<file path="config.mk">
export PLATFORM = sky130hd
export DESIGN_NAME = tx_len_pattern_gen
export DESIGN_NICKNAME = d
export VERILOG_FILES = /design/src/rtl/tx_len_pattern_gen.sv
export SDC_FILE = /design/constraint.sdc
export NUM_CORES = 1
export LEC_CHECK = 0
export ABC_AREA = 1
export BUFFER_PORTS_ARGS = -buffer_cell sky130_fd_sc_hd__buf_2
export CAP_MARGIN = 30
export CORE_MARGIN = 10
export CORE_UTILIZATION = 30
export CTS_CLUSTER_SIZE = 25
export DETAILED_ROUTE_END_ITERATION = 10
export PLACE_DENSITY = 0.47
export SLEW_MARGIN = 20
export SYNTH_ARGS = -nofsm -noshare
export SYNTH_HDL_FRONTEND = slang
export SYNTH_SLANG_ARGS = --single-unit
</file>
<file path="constraint.sdc">
create_clock -name clk -period 3.3 [get_ports clk]
set_clock_uncertainty 0.05 [all_clocks]
set_input_delay 0.33 -clock clk [delete_from_list [all_inputs] [get_ports clk]]
set_output_delay 0.33 -clock clk [all_outputs]
set_load 0.005 [all_outputs]
</file>
<file path="src/rtl/tx_len_pattern_gen.sv">
// Length-driven test-stream source: takes a mode byte plus a little-endian byte count, then emits that many
// payload bytes (incrementing, or LFSR when built with TX_LEN_PATTERN_LFSR_EN) on an OBYTES-wide AXI stream.
module tx_len_pattern_gen #(
    parameter int OBYTES    = 4,
    parameter int LEN_BYTES = 4
) (
    input  logic                  rstn,
    input  logic                  clk,
    output logic                  i_tready,
    input  logic                  i_tvalid,
    input  logic [7:0]            i_tdata,
    input  logic                  o_tready,
    output logic                  o_tvalid,
    output logic [8*OBYTES-1:0]   o_tdata,
    output logic [OBYTES-1:0]     o_tkeep,
    output logic                  o_tlast
);

    localparam int RW = 8 * LEN_BYTES;
    localparam int IW = (LEN_BYTES > 1) ? $clog2(LEN_BYTES) : 1;

    typedef enum logic [1:0] {
        HDR_MODE = 2'd0,
        HDR_LEN  = 2'd1,
        TX       = 2'd2
    } state_t;

    state_t          r_state;
    state_t          w_state_next;
    logic [RW-1:0]   r_remain;
    logic [RW-1:0]   w_len;
    logic [IW-1:0]   r_idx;
    logic [7:0]      r_offset;
    logic            w_hdr_last;
    logic            w_beat_last;

    assign w_hdr_last  = (r_idx == IW'(LEN_BYTES - 1));
    assign w_beat_last = (r_remain <= RW'(OBYTES));

    // Length as it will stand once the current header byte is merged in; used for the zero-length test.
    always_comb begin
        w_len = r_remain;
        for (int b = 0; b < LEN_BYTES; b++) begin
            if (r_idx == IW'(b)) begin
                w_len[8*b +: 8] = i_tdata;
            end
        end
    end

    always_ff @(posedge clk or negedge rstn) begin
        if (!rstn) begin
            r_state <= HDR_MODE;
        end else begin
            r_state <= w_state_next;
        end
    end

    always_comb begin
        w_state_next = r_state;
        case (r_state)
            HDR_MODE: if (i_tvalid) w_state_next = HDR_LEN;
            HDR_LEN:  if (i_tvalid && w_hdr_last) w_state_next = (w_len == '0) ? HDR_MODE : TX;
            TX:       if (o_tready && w_beat_last) w_state_next = HDR_MODE;
            default:  w_state_next = HDR_MODE;
        endcase
    end

    // Counters are cleared while idling in HDR_MODE, so TX always starts from offset 0.
    always_ff @(posedge clk or negedge rstn) begin
        if (!rstn) begin
            r_remain <= '0;
            r_idx    <= '0;
            r_offset <= '0;
        end else begin
            case (r_state)
                HDR_MODE: begin
                    r_remain <= '0;
                    r_idx    <= '0;
                    r_offset <= '0;
                end
                HDR_LEN: begin
                    if (i_tvalid) begin
                        r_remain <= w_len;
                        r_idx    <= w_hdr_last ? '0 : r_idx + IW'(1);
                    end
                end
                TX: begin
                    if (o_tready) begin
                        r_offset <= r_offset + 8'(OBYTES);
                        r_remain <= w_beat_last ? '0 : r_remain - RW'(OBYTES);
                    end
                end
                default: ;
            endcase
        end
    end

`ifdef TX_LEN_PATTERN_LFSR_EN
    logic       r_mode;
    logic [7:0] r_lfsr;
    logic [7:0] w_lfsr_chain [0:OBYTES];

    assign w_lfsr_chain[0] = r_lfsr;

    generate
        for (genvar gi = 0; gi < OBYTES; gi++) begin : lfsr_step_g
            assign w_lfsr_chain[gi+1] = {1'b0, w_lfsr_chain[gi][7:1]} ^ (w_lfsr_chain[gi][0] ? 8'hB8 : 8'h00);
        end
    endgenerate

    always_ff @(posedge clk or negedge rstn) begin
        if (!rstn) begin
            r_mode <= 1'b0;
            r_lfsr <= 8'h01;
        end else begin
            if (r_state == HDR_MODE) begin
                r_lfsr <= 8'h01;
                if (i_tvalid) r_mode <= i_tdata[0];
            end else if (r_state == TX && o_tready) begin
                r_lfsr <= w_lfsr_chain[OBYTES];
            end
        end
    end
`endif

    assign o_tvalid = (r_state == TX);
    assign i_tready = (r_state != TX);
    assign o_tlast  = o_tvalid && w_beat_last;

    generate
        for (genvar gi = 0; gi < OBYTES; gi++) begin : lane_g
            logic [7:0] w_pat;
`ifdef TX_LEN_PATTERN_LFSR_EN
            assign w_pat = r_mode ? w_lfsr_chain[gi] : r_offset + 8'(gi);
`else
            assign w_pat = r_offset + 8'(gi);
`endif
            assign o_tkeep[gi]         = o_tvalid && (r_remain > RW'(gi));
            assign o_tdata[8*gi +: 8]  = o_tkeep[gi] ? w_pat : 8'h00;
        end
    endgenerate

endmodule

</file>
* Yosys cells after proc, flatten, opt, wreduce, memory -nomap -nowiden *
Index checks and enable logic that the tools add are counted.
Widths: inputs -> output; s select.

storage, ports and cells
  flip-flop bits (word level) = 44
  bits of input ports = 12
  output and inout port bits = 39
  logic and storage cells = 65

operators by class
  add/subtract/negate cells = 6
  magnitude comparators = 5
  equality and inequality tests = 11
  muxes and demuxes = 22
  reductions and logical operators = 17

operators by type and width
  operator               count
  $mux 32                3
  $pmux 32 s3            1
  $mux 8                 9
  $gt 32x1->1 const B    2
  $gt 32x2->1 const B    2
  $le 32x3->1 const B    1
  $logic_not 32->1       1
  $sub 32x3->32 const B  1
  $add 8x2->8 const B    2
  $pmux 8 s2             1
  $mux 2                 6
  $ne 2x2->1 const B     5
  $add 8x1->8 const B    1
  $add 8x3->8 const B    1
  $logic_and 1x1->1      7
  $eq 2x2->1 const B     3
  $pmux 2 s3             1
  $reduce_and 3->1       2
  $eq 2x1->1 const B     2
  $logic_not 2->1        2
  $pmux 2 s2             1
  $reduce_and 2->1       2
  $reduce_bool 2->1      2
  $reduce_bool 3->1      1
  other kinds (2)        2

* Longest topological paths before layout *
  word-level depth = 6
  mapped depth = 13
  depth with buffers taken out = 12

* Least setup slack after synthesis *
OpenSTA, ideal clock, no wires.

  path kind = reg-to-output
  start = reg r_remain[2]
  end = out o_tkeep[3]
  arrival = 1.461 ns
  data required time = 2.920 ns
  slack = 1.459 ns
  cell stages (with the launch flop) = 11
  path buffers = 1
  cell sequence = dfrtp_1 > inv_1 > ha_1 > nand2_1 > inv_1 > nand2_1 > nand2_1 > nand4_1 > nand2_1 > inv_1 > buf_4

on the way
  word-level cells in the longest chain between the ends = 2

ends and longest elaborated chain
  what                    line  text
  from (decl)             30    logic [RW-1:0] r_remain;
  from (signal assigned)  83    r_remain <= w_len;
  from (signal assigned)  90    r_remain <= w_beat_last ? '0 : r_remain - RW'(OBYTES);
  $gt 32x2->1             138   assign o_tkeep[gi] = o_tvalid && (r_remain > RW'(gi));
  $logic_and 1x1->1       138
  to (decl)               15    output logic [OBYTES-1:0] o_tkeep,

No other way between the ends.

* Final worst setup path *
  start = reg r_remain[17]
  end = out o_tdata[11]

on the way
  word-level cells in the longest chain between the ends = 3

ends and longest elaborated chain
  what               line  text
  $gt 32x1->1        138
  $logic_and 1x1->1  138
  $mux 8             139   assign o_tdata[8*gi +: 8] = o_tkeep[gi] ? w_pat : 8'h00;
  to (decl)          14    output logic [8*OBYTES-1:0] o_tdata,

No other way between the ends.

==> qor.csv <==
metric,value,unit
fillers,1470,
Worst Tran Pin Value,0.589,ns
crit-path max cell delay,0.43,ns
Vias,4033,
setup ws final,0.781,ns
Core Region,12700,um2
Overflow after GRT,0,
Die Span Y,134,um
DP Worst Slack,0.934,ns
area of the multi-input gates,2480,um2
n_diodes,0,
CP Capture Type,output pin,
crit path time final,2.52,ns
drt pass-1 iters,5,
synthesized flop and latch total,42,
Worst setup SP type,flop,
share of layout cells above drive strength 1,14.0,%
CTS buffer count,5,
antenna violations before repair,0,
clock tree root buffer cell,clkbuf_16,
"count leader, synth",nand2_1,
crit path kind,flop to output pin,
Final Cycle Share,76.3,%
Longest Clk Path Bufs,2,
H-tree depth,2,
routability cong.,0.922,
sequential share of the synthesized area,26.8,%
Final Hold Violating Endpoints,0,
yosys warns,0,
Slew headroom,60.8,%
FF-to-FF setup slack,0.97,ns
min-delay worst type,input pin to flop,
Rows,41,
post-route ant nets,0,
final setup fails,0,
"most used cell, CP",nor2_1,
first-pass GRT wire length,21.1,mm
Synth Cell Area,3930,um2
Critical Path Fanout Max,8,
overall global routing resource usage,14.5,%
worst hold margin,0.249,ns
Post-synth EDFFs,0,
register area,1050,um2
IO buf count,46,
Synth area leaders,"dfrtp_1, nand2_1, nor2_1",
Final Routed Wirelength,12.8,mm
Async SR Flop Fraction,100,%
Yosys top cell area share,26.8,%
largest net degree at the start of global routing,29,
DR WL/cell,14.5,um
mean area per synthesized cell,5.88,um2
io pins,51,
Initial Utilization,30.9,%
RSZ-0062 raised after global routing,no,
Hold Path Origin,o_tready,
vias per cell,4.58,
vias in the first global route,4009,
CTS Sinks,42,
"Reg clk slew, reported paths",0.07,ns
post-CTS sizing,0,
Fmax,397,MHz
most frequent cells after synthesis,"nand2_1, nor2_1, inv_1",
die area,18100,um2
Hold Crit Depth,3,
outcome,"finished, final reports clean",
max-slew violations,0,
"Data arrival, critical path",2.14,ns
final net count,730,
R2R depth,10,
max-cap violation count,0,
Post-DP HPWL,9.84,mm
Synth cell types,34,
CP cell instances,nor2_1 > nand4_1 > nor2_1 > nand3_1 > o21ai_2 > nor2_1 > buf_2,
Iter 0 DRT Violations,353,
TritonCTS clock tree,built,
setup_tns,0,ns
area delta synth->final,13.8,%
Yosys top cell by area,dfrtp_1,
"Setup Fix Bufs, Post-CTS",0,
R2R Path Start,r_state[0],
# DRC,0,
die width,134,um
WP data required,2.92,ns
Skew-Pair Late Insertion Delay,0.30,ns
Hold Path End,r_offset[2],
Gate Count Post-Synth,667,
r2r endpoint,r_remain[14],
CP max stage cell,dfrtp_1,
"Top FF cell, synth",dfrtp_1,
per-stage QoR:
stage          cells  utilization, %  cell area (um2)
6_report         880            35.1             4470
5_1_grt          880            35.1             4470
4_1_cts          880            35.1             4470
3_5_place_dp     871            33.8             4300
3_3_place_gp     870            33.7             4280
2_1_floorplan    670               -             3940
worst max-delay path by stage:
stage / start / end / slack (ns) / depth (start not counted)
CTS: r_remain[29] / o_tdata[11] / 0.75 / 9
floorplan: r_remain[2] / o_tkeep[3] / 1.46 / 10
global route: r_remain[29] / o_tkeep[1] / 0.44 / 9
global placement: r_state[0] / r_remain[17] / 0.94 / 10
detailed placement: r_state[0] / r_remain[31] / 0.93 / 10
finish: r_remain[17] / o_tdata[11] / 0.78 / 7
state kept, by name (all words and copies together), names as in the netlist:
name and cells:
r_offset 6, r_idx 2, r_remain 32, r_state 2
area by class of cell:
| type | count | share of cell area (%) |
|---|---|---|
| Timing Repair Buffer | 52 | 6.50 |
| Clock inverter | 2 | 0.280 |
| Tap cell | 172 | 4.82 |
| Multi-Input combinational cell | 533 | 55.6 |
| Sequential cell | 42 | 23.5 |
| Inverter | 73 | 6.19 |
| Clock buffer | 6 | 3.11 |
what timing repair did:
| action | CTS | global route |
|---|---|---|
| hold endpoints to repair | 14 | 0 |
| endpoints found under the setup margin | 0 | 0 |
| hold buffers | 1 | 0 |
cell usage in the layout (no fill, tap or decap), types with 2 or more instances in the layout:
cell type  instances
o22ai_1            2
inv_2              6
clkbuf_16          5
or2_2             12
xnor2_1            4
o21bai_1          14
a21oi_1            5
o21ai_2            3
ha_1              11
nand2_2            6
buf_4              4
xor2_1            14
buf_2             46
nand3_1           20
nor3_1             4
nor2_1           110
o21ai_0           47
dfrtp_1           42
conb_1             4
nand2_1          254
nor2_2             6
inv_1             65
o21ai_1            3
nand4_1            6
nor2_4             2
metal layers:
layer  wire length, um  part of all wire [%]  global-route usage (%)
met4               329                   2.6                    4.96
met5                 0                     0                       0
met1              6150                    48                    18.9
met2              5540                    43                    22.1
met3               763                   6.0                    4.41
kinds of logic (layout without fill, tap and decap cells):
family | after synthesis | after routing | synth area share (%)
compound gates | 76 | 76 | 11.1
xor+xnor | 18 | 18 | 4.02
fa+ha+maj | 11 | 11 | 3.51
buf+inv | 95 | 133 | 10.4
flops | 42 | 42 | 26.8
other cells | 1 | 4 | 0.0955
simple gates | 424 | 424 | 44.2
worst max-delay path: cells and delay by family, from the launching register on:
| family | cells | cell delay [ns] |
|---|---|---|
| buffers and inverters | 1 | 0.13 |
| flip-flops | 1 | 0.43 |
| AND/OR/NAND/NOR | 5 | 0.93 |
| AO/OA/AOI/OAI | 1 | 0.35 |
Power is left out: the tool's default activity adds up to more than one toggle a clock period on the data nets, which glitch-free logic cannot reach.
